$ cat src/rtl/vseq_store_txn_sched.sv
// Unit-stride vector store scheduler: splits [S,E) into AXI INCR bursts at 4 KiB and
// max-burst boundaries, issues AW, streams per-beat control records and gathers B.
module vseq_store_txn_sched #(
    parameter  int AxiDataWidth   = 128,
    parameter  int AxiAddrWidth   = 64,
    parameter  int VlWidth        = 16,
    parameter  int MaxBurstLen    = 256,
    parameter  int MaxOutstanding = 8,
    localparam int BusBytes       = AxiDataWidth / 8,
    localparam int BusNibbles     = AxiDataWidth / 4,
    localparam int BusNSize       = $clog2(BusNibbles)
) (
    input  logic                    clk_i,
    input  logic                    rst_ni,
    input  logic                    req_valid_i,
    output logic                    req_ready_o,
    input  logic [AxiAddrWidth-1:0] req_addr_i,
    input  logic [VlWidth-1:0]      req_vl_i,
    input  logic [VlWidth-1:0]      req_vstart_i,
    input  logic [1:0]              req_sew_i,
    output logic                    meta_glb_valid_o,
    input  logic                    meta_glb_ready_i,
    output logic [VlWidth-1:0]      meta_glb_vstart_o,
    output logic [1:0]              meta_glb_sew_o,
    output logic                    axi_aw_valid_o,
    input  logic                    axi_aw_ready_i,
    output logic [AxiAddrWidth-1:0] axi_aw_addr_o,
    output logic [7:0]              axi_aw_len_o,
    output logic [2:0]              axi_aw_size_o,
    output logic [1:0]              axi_aw_burst_o,
    output logic                    txn_ctrl_valid_o,
    input  logic                    txn_ctrl_ready_i,
    output logic [AxiAddrWidth:0]   txn_nb_addr_o,
    output logic                    txn_is_head_o,
    output logic [7:0]              txn_rmn_beat_o,
    output logic [BusNSize:0]       txn_lbn_o,
    output logic                    txn_is_final_txn_o,
    input  logic                    axi_b_valid_i,
    output logic                    axi_b_ready_o,
    input  logic [1:0]              axi_b_resp_i,
    output logic                    done_valid_o,
    input  logic                    done_ready_i,
    output logic                    done_err_o
);

    localparam int BSize = $clog2(BusBytes);
    localparam int AW    = AxiAddrWidth + 1;
    localparam int OW    = $clog2(MaxOutstanding + 1);

    typedef enum logic [2:0] {IDLE, META, ISSUE, WAIT_B, DONE} state_e;

    state_e              r_state;
    logic [AW-1:0]       r_cur;
    logic [AW-1:0]       r_end;
    logic [VlWidth-1:0]  r_vstart;
    logic [1:0]          r_sew;
    logic                r_aw_done;
    logic                r_beats_done;
    logic [7:0]          r_bcnt;
    logic [OW-1:0]       r_out;
    logic                r_err;

    logic [AW-1:0]       w_s, w_e, w_rem, w_pg, w_mb, w_min1, w_len_b, w_span, w_nxt;
    logic [BSize-1:0]    w_eoff;
    logic [7:0]          w_aw_len;
    logic                w_empty, w_final, w_aw_hs, w_tx_hs, w_b_hs, w_aw_ok, w_bt_ok;

    assign w_s     = {1'b0, req_addr_i} + (AW'(req_vstart_i) << req_sew_i);
    assign w_e     = {1'b0, req_addr_i} + (AW'(req_vl_i) << req_sew_i);
    assign w_empty = (req_vl_i <= req_vstart_i);

    // Burst length is the tightest of: bytes left, bytes to the 4 KiB page end, and
    // what fits in MaxBurstLen beats given the unaligned start offset.
    assign w_rem   = r_end - r_cur;
    assign w_pg    = AW'(13'd4096 - {1'b0, r_cur[11:0]});
    assign w_mb    = AW'(MaxBurstLen * BusBytes) - AW'(r_cur[BSize-1:0]);
    assign w_min1  = (w_rem < w_pg) ? w_rem : w_pg;
    assign w_len_b = (w_min1 < w_mb) ? w_min1 : w_mb;
    assign w_span  = AW'(r_cur[BSize-1:0]) + w_len_b;
    assign w_aw_len = 8'((w_span - AW'(1)) >> BSize);
    assign w_nxt   = r_cur + w_len_b;
    assign w_eoff  = w_nxt[BSize-1:0];
    assign w_final = (w_nxt == r_end);

    assign req_ready_o       = (r_state == IDLE);
    assign meta_glb_valid_o  = (r_state == META);
    assign meta_glb_vstart_o = r_vstart;
    assign meta_glb_sew_o    = r_sew;

    assign axi_aw_valid_o = (r_state == ISSUE) && !r_aw_done && (r_out < OW'(MaxOutstanding));
    assign axi_aw_addr_o  = r_cur[AxiAddrWidth-1:0];
    assign axi_aw_len_o   = w_aw_len;
    assign axi_aw_size_o  = 3'(BSize);
    assign axi_aw_burst_o = 2'b01;

    assign txn_ctrl_valid_o   = (r_state == ISSUE) && !r_beats_done;
    assign txn_nb_addr_o      = {r_cur[AxiAddrWidth-1:0], 1'b0};
    assign txn_is_head_o      = (r_bcnt == 8'd0);
    assign txn_rmn_beat_o     = w_aw_len - r_bcnt;
    assign txn_lbn_o          = (w_eoff == '0) ? (BusNSize+1)'(BusNibbles) : {1'b0, w_eoff, 1'b0};
    assign txn_is_final_txn_o = w_final;

    assign axi_b_ready_o = (r_out != '0);
    assign done_valid_o  = (r_state == DONE);
    assign done_err_o    = r_err;

    assign w_aw_hs = axi_aw_valid_o & axi_aw_ready_i;
    assign w_tx_hs = txn_ctrl_valid_o & txn_ctrl_ready_i;
    assign w_b_hs  = axi_b_valid_i & axi_b_ready_o;
    assign w_aw_ok = r_aw_done | w_aw_hs;
    assign w_bt_ok = r_beats_done | (w_tx_hs & (r_bcnt == w_aw_len));

    always_ff @(posedge clk_i or negedge rst_ni) begin
        if (!rst_ni) begin
            r_state      <= IDLE;
            r_cur        <= '0;
            r_end        <= '0;
            r_vstart     <= '0;
            r_sew        <= '0;
            r_aw_done    <= 1'b0;
            r_beats_done <= 1'b0;
            r_bcnt       <= '0;
            r_out        <= '0;
            r_err        <= 1'b0;
        end else begin
            case (r_state)
                IDLE: if (req_valid_i) begin
                    r_cur        <= w_s;
                    r_end        <= w_e;
                    r_vstart     <= req_vstart_i;
                    r_sew        <= req_sew_i;
                    r_aw_done    <= 1'b0;
                    r_beats_done <= 1'b0;
                    r_bcnt       <= '0;
                    r_state      <= w_empty ? DONE : META;
                end
                META: if (meta_glb_ready_i) r_state <= ISSUE;
                ISSUE: begin
                    if (w_aw_hs) r_aw_done <= 1'b1;
                    if (w_tx_hs) begin
                        if (r_bcnt == w_aw_len) r_beats_done <= 1'b1;
                        else                    r_bcnt <= r_bcnt + 8'd1;
                    end
                    // AW and the last beat may complete in either order; advance once both have.
                    if (w_aw_ok && w_bt_ok) begin
                        r_cur        <= w_nxt;
                        r_aw_done    <= 1'b0;
                        r_beats_done <= 1'b0;
                        r_bcnt       <= '0;
                        if (w_final) r_state <= WAIT_B;
                    end
                end
                WAIT_B: if (r_out == '0) r_state <= DONE;
                DONE: if (done_ready_i) begin
                    r_state <= IDLE;
                    r_err   <= 1'b0;
                end
                default: r_state <= IDLE;
            endcase
            if (w_aw_hs && !w_b_hs)      r_out <= r_out + OW'(1);
            else if (!w_aw_hs && w_b_hs) r_out <= r_out - OW'(1);
            if (w_b_hs && (axi_b_resp_i != 2'b00)) r_err <= 1'b1;
        end
    end

endmodule
$ cat config.mk
export PLATFORM = sky130hd
export DESIGN_NAME = vseq_store_txn_sched
export DESIGN_NICKNAME = d
export VERILOG_FILES = /design/src/rtl/vseq_store_txn_sched.sv
export SDC_FILE = /design/constraint.sdc
export NUM_CORES = 1
export LEC_CHECK = 0
export CAP_MARGIN = 25
export CORE_ASPECT_RATIO = 1.2
export CORE_UTILIZATION = 40
export CTS_CLUSTER_DIAMETER = 40
export DETAILED_ROUTE_END_ITERATION = 8
export HOLD_SLACK_MARGIN = 0.02
export PLACE_DENSITY = 0.71
export SETUP_SLACK_MARGIN = 0.1
export SLEW_MARGIN = 25
export SYNTH_ARGS = -nofsm -noshare
export SYNTH_HDL_FRONTEND = slang
export SYNTH_SLANG_ARGS = --single-unit
$ cat constraint.sdc
create_clock -name clk_i -period 16.2 [get_ports clk_i]
set_clock_uncertainty 0.2 [all_clocks]
set_input_delay 4.86 -clock clk_i [delete_from_list [all_inputs] [get_ports clk_i]]
set_output_delay 4.86 -clock clk_i [all_outputs]
set_load 0.01 [all_outputs]
## Word-level counts from Yosys, hierarchy flattened

Cells that the tools add are included.

| operators by class | value |
|---|---|
| shift-type cells | 2 |
| muxes and demuxes | 32 |
| divide/modulo/power cells | 0 |
| add/subtract/negate cells | 12 |
| equality and inequality tests | 16 |
| magnitude comparators | 4 |
| multiply operators | 0 |
| bitwise gates (word level) | 6 |
| reduce and logical (&&, ||, !) cells | 28 |

Operators by type and width:

| cell | count |
|---|---|
| 65-bit two-way mux | 4 |
| 64-bit by 65-bit adder with 65-bit output | 2 |
| 65-bit less-than comparator | 2 |
| 65-bit one-hot mux with 2 select lines | 1 |
| 16-bit by 2-bit << shifter with 65-bit output | 2 |
| 65-bit adder | 1 |
| 65-bit equality test | 1 |
| 65-bit subtractor | 1 |
| 8-bit two-way mux | 4 |
| 3-bit two-way mux | 7 |
| 16-bit <= comparator | 1 |
| 8-bit one-hot mux with 2 select lines | 1 |
| 3-bit one-hot mux with 5 select lines | 1 |
| 13-bit by 12-bit subtractor with 14-bit output, first input constant | 1 |
| 13-bit by 4-bit subtractor with 14-bit output, first input constant | 1 |
| 4-bit by 12-bit adder with 12-bit output | 1 |
| 12-bit by 1-bit subtractor with 12-bit output, second input constant | 1 |
| 2-bit nonzero test | 5 |
| 1-bit two-way mux | 9 |
| 3-bit by 2-bit != test with 1-bit output, second input constant | 3 |
| 8-bit by 1-bit adder with 8-bit output, second input constant | 1 |
| 8-bit equality test | 1 |
| 4-bit logical NOT | 2 |
| 8-bit logical NOT | 1 |
| other kinds (23) | 46 |

| word-level totals | value |
|---|---|
| logic and storage cells | 110 |
| flip-flop bits (word level) | 166 |
| latch bits | 0 |
| output and inout bits | 183 |
| bits of input ports | 108 |
| memories kept | 0 |
| bits in writable memories | 0 |
| bits in read-only memories | 0 |

## Logic depth before layout (Yosys ltp)

Gate-level depths: netlist of run 1.

| depth | value |
|---|---|
| word-level depth | 13 |
| depth in mapped cells | 60 |
| mapped depth without buffers | 57 |

## Worst setup path after synthesis of run 1

Ideal clock, no wire load.

| timing | value |
|---|---|
| path type | reg2out |
| from | register r_cur[0] |
| to | output txn_is_final_txn_o |
| data arrival time | 10.668 ns |
| slack | 0.472 ns |
| buffers on the path | 3 |
| required time | 11.140 ns |
| stages on the path, launching flop included | 53 |
| cells stage by stage | dfrtp_1 -> ha_1 -> inv_1 -> fa_1 -> a211oi_2 -> o21ai_1 -> a21oi_1 -> xnor2_1 -> ha_1 -> a21oi_1 -> nor2b_1 -> o21ai_0 -> o2111ai_1 -> nor3_1 -> o2111ai_1 -> nor4_1 -> nand4_1 -> nor4b_2 -> (+17 left out) -> clkbuf_1 -> a21oi_1 -> o21ai_0 -> a221oi_1 -> o21ai_0 -> a21o_1 -> o211ai_1 -> a21boi_0 -> a211oi_1 -> o21ai_0 -> a21oi_1 -> xnor2_1 -> xnor2_1 -> nand2_1 -> or4_1 -> nor4_1 -> nand4_1 -> nor2_1 |

| between the ends | value |
|---|---|
| word-level cells in the longest chain between the ends | 7 |
| elaborated cells between the ends (all ways) | 9 |
| classes of those cells | add/sub: 4; order compare: 2; eq/ne: 1; mux: 2 |

Ends and longest elaborated chain:

| what | line | source |
|---|---|---|
| start: declaration | 53 | `logic [AW-1:0] r_cur;` |
| start signal: assignment | 128 | `r_cur <= w_s;` |
| start signal: assignment | 146 | `r_cur <= w_nxt;` |
| 65-bit subtractor / 13-bit by 12-bit subtractor with 14-bit output (equally long branches) | 74, 75 |  |
| 65-bit less-than comparator | 77 | `assign w_min1 = (w_rem < w_pg) ? w_rem : w_pg;` |
| 65-bit two-way mux | 77 |  |
| 65-bit less-than comparator | 78 | `assign w_len_b = (w_min1 < w_mb) ? w_min1 : w_mb;` |
| 65-bit two-way mux | 78 |  |
| 65-bit adder (*) | 81 | `assign w_nxt = r_cur + w_len_b;` |
| 65-bit equality test (*) | 83 | `assign w_final = (w_nxt == r_end);` |
| end: declaration | 37 | `output logic txn_is_final_txn_o,` |

Mark *: on every way between the ends. The rest lies on a longest branch, timed or not.

## Worst setup path in the final report of run 1

| timing | value |
|---|---|
| from | register r_cur[1] |
| to | output txn_is_final_txn_o |

Same word-level chain as after synthesis.

==> flow_metrics.env, run 1 <==
export IMPL_syn_area_um2=24300
export IMPL_synth_top_family_by_area="compound AO/OA/AOI/OAI gates"
export IMPL_ys_types=95
export IMPL_seqCellArea_um2=4150
export IMPL_violations="negative setup slack"
export IMPL_antenna_found_initial=3
export IMPL_grt_max_degree=86
export IMPL_drv_slew=0
export IMPL_dp_cells=4849
export IMPL_drt_first_pass_iters=6
export IMPL_hold_class="flop to flop"
export IMPL_cp_start_kind="flop"
export IMPL_wl_um=107000
export IMPL_setup_viol=1
export IMPL_num_vias=27800
export IMPL_placed_area_um2=32400
export IMPL_tightest_slew_ps=1360
export IMPL_drtIter0Drc=2704
export IMPL_timing_final_ws_setup_ps=-455
export IMPL_drc=0
export IMPL_status="finished, violations left"
export IMPL_ys_seq_area_frac=0.171
export IMPL_wl_per_cell_um=21.8
export IMPL_required_ps=11140
export IMPL_rsz0062_at_grt="true"
export IMPL_die_w_um=227
export IMPL_fin_util=0.567
export IMPL_coreArea_um2=59800
export IMPL_rows=98
export IMPL_clock_latency_ps=480
export IMPL_place_gp_congestion=1.06
export IMPL_portBuffers=283
export IMPL_cts_tree="yes"
export IMPL_fin_cells=4925
export IMPL_synth_flop_cell="dfrtp_1"
export IMPL_yosysMostFrequentCell="nand2_1"
export IMPL_initial_core_util=0.406
export IMPL_cpMaxStageDelayCell="or4_1"
export IMPL_netlist_area_leader_share=0.171
export IMPL_synth_edff_count=0
export IMPL_synthAdderAreaFrac=0.125
export IMPL_whs_ps=282
export IMPL_yosys_area_share_simple=0.210
export IMPL_final_area_um2=33900
export IMPL_endpoint_kind="output pin"
export IMPL_async_flop_share=1.00
export IMPL_overflow=0
export IMPL_hold_violations=0
export IMPL_period_minus_slack_ps=16660
export IMPL_multi_input_area_um2=18600
export IMPL_numClockSinks=166
export IMPL_grt_pass1_wl_um=160000
export IMPL_crit_fanout=7
export IMPL_root_buffer="clkbuf_16"
export IMPL_synth_compound_area_frac=0.227
export IMPL_via_per_inst=5.64
export IMPL_clkSlewWorstSetupHoldPaths_ps=80
export IMPL_htreeDepth=4
export IMPL_num_fill_cells=5716
export IMPL_cpPeakStageDelay_ps=590
export IMPL_ys_warnings_count=0
export IMPL_syn_area_per_cell_um2=7.53
export IMPL_crit_top_cell="buf_4"
export IMPL_crit_type="flop to output pin"
export IMPL_cts_buffers=17
export IMPL_clk_path_buf_depth=2
export IMPL_drive_above_1_share=0.244
export IMPL_fin_crit_sh=1.03
export IMPL_synth_common_cells="nand2_1, o21ai_0, a21oi_1, ha_1, nor2_1"
export IMPL_maxCapViolations=0
export IMPL_grt_pass1_vias=26200
export IMPL_synth_top_area_cell="dfrtp_1"
export IMPL_io_pins=291
export IMPL_syn_inst=3229
export IMPL_synth_xor_area_share=0.109
export IMPL_die_area_um2=61700
export IMPL_grt_util_all_layers=0.344
export IMPL_dp_hpwl_um=90400
export IMPL_yosys_top_cells_area="dfrtp_1, ha_1, xnor2_1, o21ai_0, nand2_1"
export IMPL_die_h_um=272
export IMPL_worstPathArrival_ps=11600
export IMPL_synth_seq_cells=166
export IMPL_final_antenna_net_count=0
export IMPL_max_freq_mhz=60.0
export IMPL_final_net_count=4457
export IMPL_synth_mux_area_frac=0.0594
export IMPL_slew_headroom=0.0838
export IMPL_area_delta_synth_final_pct=39.5
worst max-delay path, delay by kind of cell (launching register included):
kind	cells	cell delay, ps
simple gates	17	3730
xor+xnor	2	420
mux	3	620
flops	1	380
compound gates	17	3130
fa+ha+maj	3	900
buf+inv	13	1900
cells in the final DEF, fill, tap and decap left out, types with 21 or more instances in the layout:
master,count
nor2b_1,22
nand2_1,343
nand4_1,90
a21o_1,87
mux2i_1,61
a21oi_1,229
nand2b_1,33
xnor2_1,181
inv_1,188
conb_1,58
a31oi_1,28
mux2_1,24
or3_1,21
o21a_1,28
nor3_1,73
and3_1,46
xor2_1,104
nand3_1,74
o21ai_1,23
buf_4,791
nor2_1,211
nor4_1,28
dfrtp_1,166
ha_1,226
o21ai_0,258
clkdlybuf4s50_1,277
final timing paths:
kind                                            from                   end  slack, ps  depth (start not counted)
max in group asynchronous                     rst_ni             r_cur[33]       9620                          3
worst min register to register  meta_glb_vstart_o[7]  meta_glb_vstart_o[7]        280                          2
worst max register to register              r_cur[1]             r_cur[38]       3940                         58
worst min-delay path            meta_glb_vstart_o[7]  meta_glb_vstart_o[7]        280                          2
min in group asynchronous                     rst_ni  meta_glb_vstart_o[0]       4150                          1
worst max-delay path                        r_cur[1]    txn_is_final_txn_o       -460                         55
metal layers:
layer	GRT usage	up-vias	routed length, um
li1	-	13100	-
met1	0.471	13200	45900
met2	0.534	1237	47400
met3	0.0558	228	9160
met4	0.143	2	4920
met5	0	-	17
sequential cells by signal (all words and copies together) (netlist names):
signal,count
done_err_o,1
meta_glb_sew_o,2
meta_glb_vstart_o,16
r_aw_done,1
r_bcnt,8
r_beats_done,1
r_cur,65
r_end,65
r_out,4
r_state,3
stage by stage:
stage | setup WS (ps) | setup TNS [ps]
floorplan | 472 | 0
global placement | -1480 | -1480
detailed placement | -1290 | -1290
CTS | -359 | -359
global route | -886 | -886
finish | -455 | -455
cell type report:
| class | instances | area share |
|---|---|---|
| antenna | 3 | 0.000221 |
| clock buffer | 17 | 0.0125 |
| clock inverter | 15 | 0.00476 |
| inverter | 193 | 0.0214 |
| multi-input combinational | 2649 | 0.547 |
| sequential | 166 | 0.123 |
| tap | 800 | 0.0295 |
| timing repair buffer | 1082 | 0.262 |
cell families (layout without fill, tap and decap cells):
logic type | Yosys count | count (layout)
AOI/OAI and AO/OA | 891 | 891
xor gates and xnor gates | 298 | 298
adders and majority gates | 240 | 240
buffers and inverters | 470 | 1307
DFF | 166 | 166
muxes | 115 | 115
other | 2 | 61
and+or+nand+nor | 1047 | 1047
what timing repair did:
action,in CTS,in global routing
pin swaps,70,52
setup endpoints to repair,5,6
hold buffers,0,0
gates resized for setup,98,62
buffers inserted,28,13
endpoints found under the hold margin,0,0
Power of run 1 is not shown: default switching activity piles up to over one toggle a cycle in this logic, so the estimate is an artifact.
==> run 2: changes to the inputs <==
--- a/config.mk
+++ b/config.mk
@@ -5,13 +5,14 @@
 export SDC_FILE = /design/constraint.sdc
 export NUM_CORES = 1
 export LEC_CHECK = 0
+export ABC_AREA = 1
 export CAP_MARGIN = 25
 export CORE_ASPECT_RATIO = 1.2
-export CORE_UTILIZATION = 40
+export CORE_UTILIZATION = 54
 export CTS_CLUSTER_DIAMETER = 40
 export DETAILED_ROUTE_END_ITERATION = 8
 export HOLD_SLACK_MARGIN = 0.02
-export PLACE_DENSITY = 0.71
+export PLACE_DENSITY = 0.88
 export SETUP_SLACK_MARGIN = 0.1
 export SLEW_MARGIN = 25
 export SYNTH_ARGS = -nofsm -noshare
==> run 2 against run 1 <==
  * The flow now finishes without violations
  * Final cell count rose by 3.4%
  * Count of clock-buffer cells in the layout did not move
  * Worst hold slack improved by 12 ps
  * Via count rose by 5.2%
  * Synthesized cell count rose by 32%
  * Cell area fell by 14%
  * Critical path type unchanged
  * Critical endpoint unchanged
==> flow_metrics.env, run 2 <==
export IMPL_synth_compound_area_frac=0.135
export IMPL_setup_viol=0
export IMPL_rows=87
export IMPL_crit_top_cell="nor2_1"
export IMPL_reg2reg_from="r_cur[9]"
export IMPL_overflow=0
export IMPL_coreArea_um2=47000
export IMPL_grt_pass1_wl_um=156000
export IMPL_tightest_slew_ps=979
export IMPL_endpoint_kind="output pin"
export IMPL_syn_area_per_cell_um2=6.03
export IMPL_synth_top_family_by_area="simple AND/OR/NAND/NOR gates"
export IMPL_synth_mux_area_frac=0.0194
export IMPL_num_fill_cells=4634
export IMPL_final_antenna_net_count=0
export IMPL_area_delta_synth_final_pct=13.3
export IMPL_clock_latency_ps=480
export IMPL_ys_warnings_count=0
export IMPL_status="finished clean"
export IMPL_grt_pass1_vias=26700
export IMPL_antenna_found_initial=2
export IMPL_netlist_area_leader_share=0.178
export IMPL_crit_fanout=15
export IMPL_num_vias=29200
export IMPL_maxCapViolations=0
export IMPL_period_minus_slack_ps=15420
export IMPL_drc=0
export IMPL_root_buffer="clkbuf_16"
export IMPL_max_freq_mhz=64.9
export IMPL_drive_above_1_share=0.0343
export IMPL_hold_class="flop to flop"
export IMPL_whs_path_depth=2
export IMPL_synth_common_cells="nand2_1, inv_1, nor2_1, a21oi_1, o21ai_0"
export IMPL_worstPathArrival_ps=10360
export IMPL_synthAdderAreaFrac=0.118
export IMPL_synth_seq_cells=166
export IMPL_initial_core_util=0.548
export IMPL_dp_hpwl_um=88100
export IMPL_dp_cells=5052
export IMPL_hold_violations=0
export IMPL_place_gp_congestion=1.13
export IMPL_drtIter0Drc=3101
export IMPL_whs_ps=294
export IMPL_yosys_area_share_simple=0.333
export IMPL_ys_seq_area_frac=0.161
export IMPL_die_area_um2=48600
export IMPL_fin_cells=5090
export IMPL_synth_edff_count=0
export IMPL_wl_um=105000
export IMPL_syn_inst=4272
export IMPL_cpPeakStageDelay_ps=560
export IMPL_reg2reg_depth=52
export IMPL_cts_buffers=17
export IMPL_rsz0062_at_grt="false"
export IMPL_hold_buffers=0
export IMPL_cpMaxStageDelayCell="clkdlybuf4s50_1"
export IMPL_drt_first_pass_iters=7
export IMPL_yosysMostFrequentCell="nand2_1"
export IMPL_cp_start_kind="flop"
export IMPL_die_h_um=241
export IMPL_hp_start="meta_glb_vstart_o[6]"
export IMPL_fin_crit_sh=0.952
export IMPL_htreeDepth=4
export IMPL_reg2reg_slack_ps=5400
export IMPL_finalSetupTns_ps=0
export IMPL_cts_tree="yes"
export IMPL_final_net_count=4800
export IMPL_via_per_inst=5.74
export IMPL_grt_max_degree=132
export IMPL_drv_slew=0
export IMPL_synth_xor_area_share=0.0823
export IMPL_ys_types=57
export IMPL_io_pins=291
export IMPL_yosys_top_cells_area="nand2_1, dfrtp_1, ha_1, inv_1, xor2_1"
export IMPL_layout_commonest_cell="nand2_1"
export IMPL_final_cell_mix="nand2_1, inv_1, nor2_1, clkdlybuf4s50_1, a21oi_1"
export IMPL_synth_flop_cell="dfrtp_1"
export IMPL_async_flop_share=1.00
export IMPL_synth_top_area_cell="nand2_1"
export IMPL_whs_endpoint="meta_glb_vstart_o[6]"
export IMPL_crit_type="flop to output pin"
export IMPL_required_ps=11140
export IMPL_syn_area_um2=25800
export IMPL_clk_path_buf_depth=2
export IMPL_grt_util_all_layers=0.422
export IMPL_wl_per_cell_um=20.6
export IMPL_portBuffers=283
export IMPL_slew_headroom=0.347
export IMPL_rr_endpoint="r_cur[43]"
export IMPL_numClockSinks=166
export IMPL_die_w_um=201
export IMPL_clkSlewWorstSetupHoldPaths_ps=90
==> run 2: cell types whose count changed after synthesis, moves of 43 or more <==
cell	before	now
nand2_1	347	1220
inv_1	192	664
nor2_1	216	366
nand3_1	76	219
xnor2_1	189	67
a21o_1	87	15
xor2_1	107	175
clkbuf_1	99	45
and3_1	47	4
==> run 2: worst max-delay path by stage <==
stage	startpoint	endpoint	cells after the start
floorplan	r_cur[0]	txn_is_final_txn_o	58
global placement	r_cur[1]	txn_is_final_txn_o	56
detailed placement	r_cur[1]	txn_is_final_txn_o	58
CTS	r_cur[1]	txn_is_final_txn_o	52
global route	r_end[0]	txn_is_final_txn_o	60
finish	r_cur[9]	txn_is_final_txn_o	54
==> run 2: what timing repair did <==
action                                  in CTS  in global routing
endpoints found under the setup margin       1                  3
setup buffers                                0                  2
gates cloned                                 0                  2
gates resized for setup                      1                 26
pin swaps                                    0                  2
==> run 2: layer usage <==
layer  up-vias  wire (um)  GRT usage
li1      13900          -          -
met1     13500      43500      0.579
met4         0       4630      0.174
met3       237      12400     0.0843
met5         -          0          0
met2      1586      44300      0.646
==> run 2: area by class of cell <==
cell class,instances,area [um2],area share
clock buffer,17,425,0.0146
inverter,685,2570,0.0881
timing repair buffer,301,2970,0.102
multi-input combinational,3281,18100,0.620
tap,623,779,0.0267
sequential,166,4160,0.142
clock inverter,15,190,0.00651
antenna,2,5.00,0.000171
==> run 2: through the flow <==
step / util / cell area [um2] / worst slack, ps
after floorplan: - / 26000 / 3010
after global placement: 0.604 / 28400 / 803
after detailed placement: 0.604 / 28400 / 624
after CTS: 0.618 / 29000 / 165
after global routing: 0.621 / 29200 / 26.8
final: 0.621 / 29200 / 783
==> run 2: kinds of logic (layout without fill, tap and decap cells) <==
family | Yosys count | count (layout)
flip-flops | 166 | 166
buffers and inverters | 883 | 1018
XOR/XNOR | 242 | 242
adder cells (fa/ha/maj) | 240 | 240
AO/OA/AOI/OAI | 640 | 640
AND/OR/NAND/NOR | 2049 | 2051
other | 2 | 60
multiplexers | 50 | 50
==> run 2: critical path, delay by kind of cell (launching register included) <==
family                     cells  cell delay, ps
AOI/OAI and AO/OA             11            1760
xor gates and xnor gates       3             790
adders and majority gates      5            1550
buffers and inverters          7            1250
DFF                            1             530
and+or+nand+nor               28            3960
Power of run 2 is left out for the same reason.
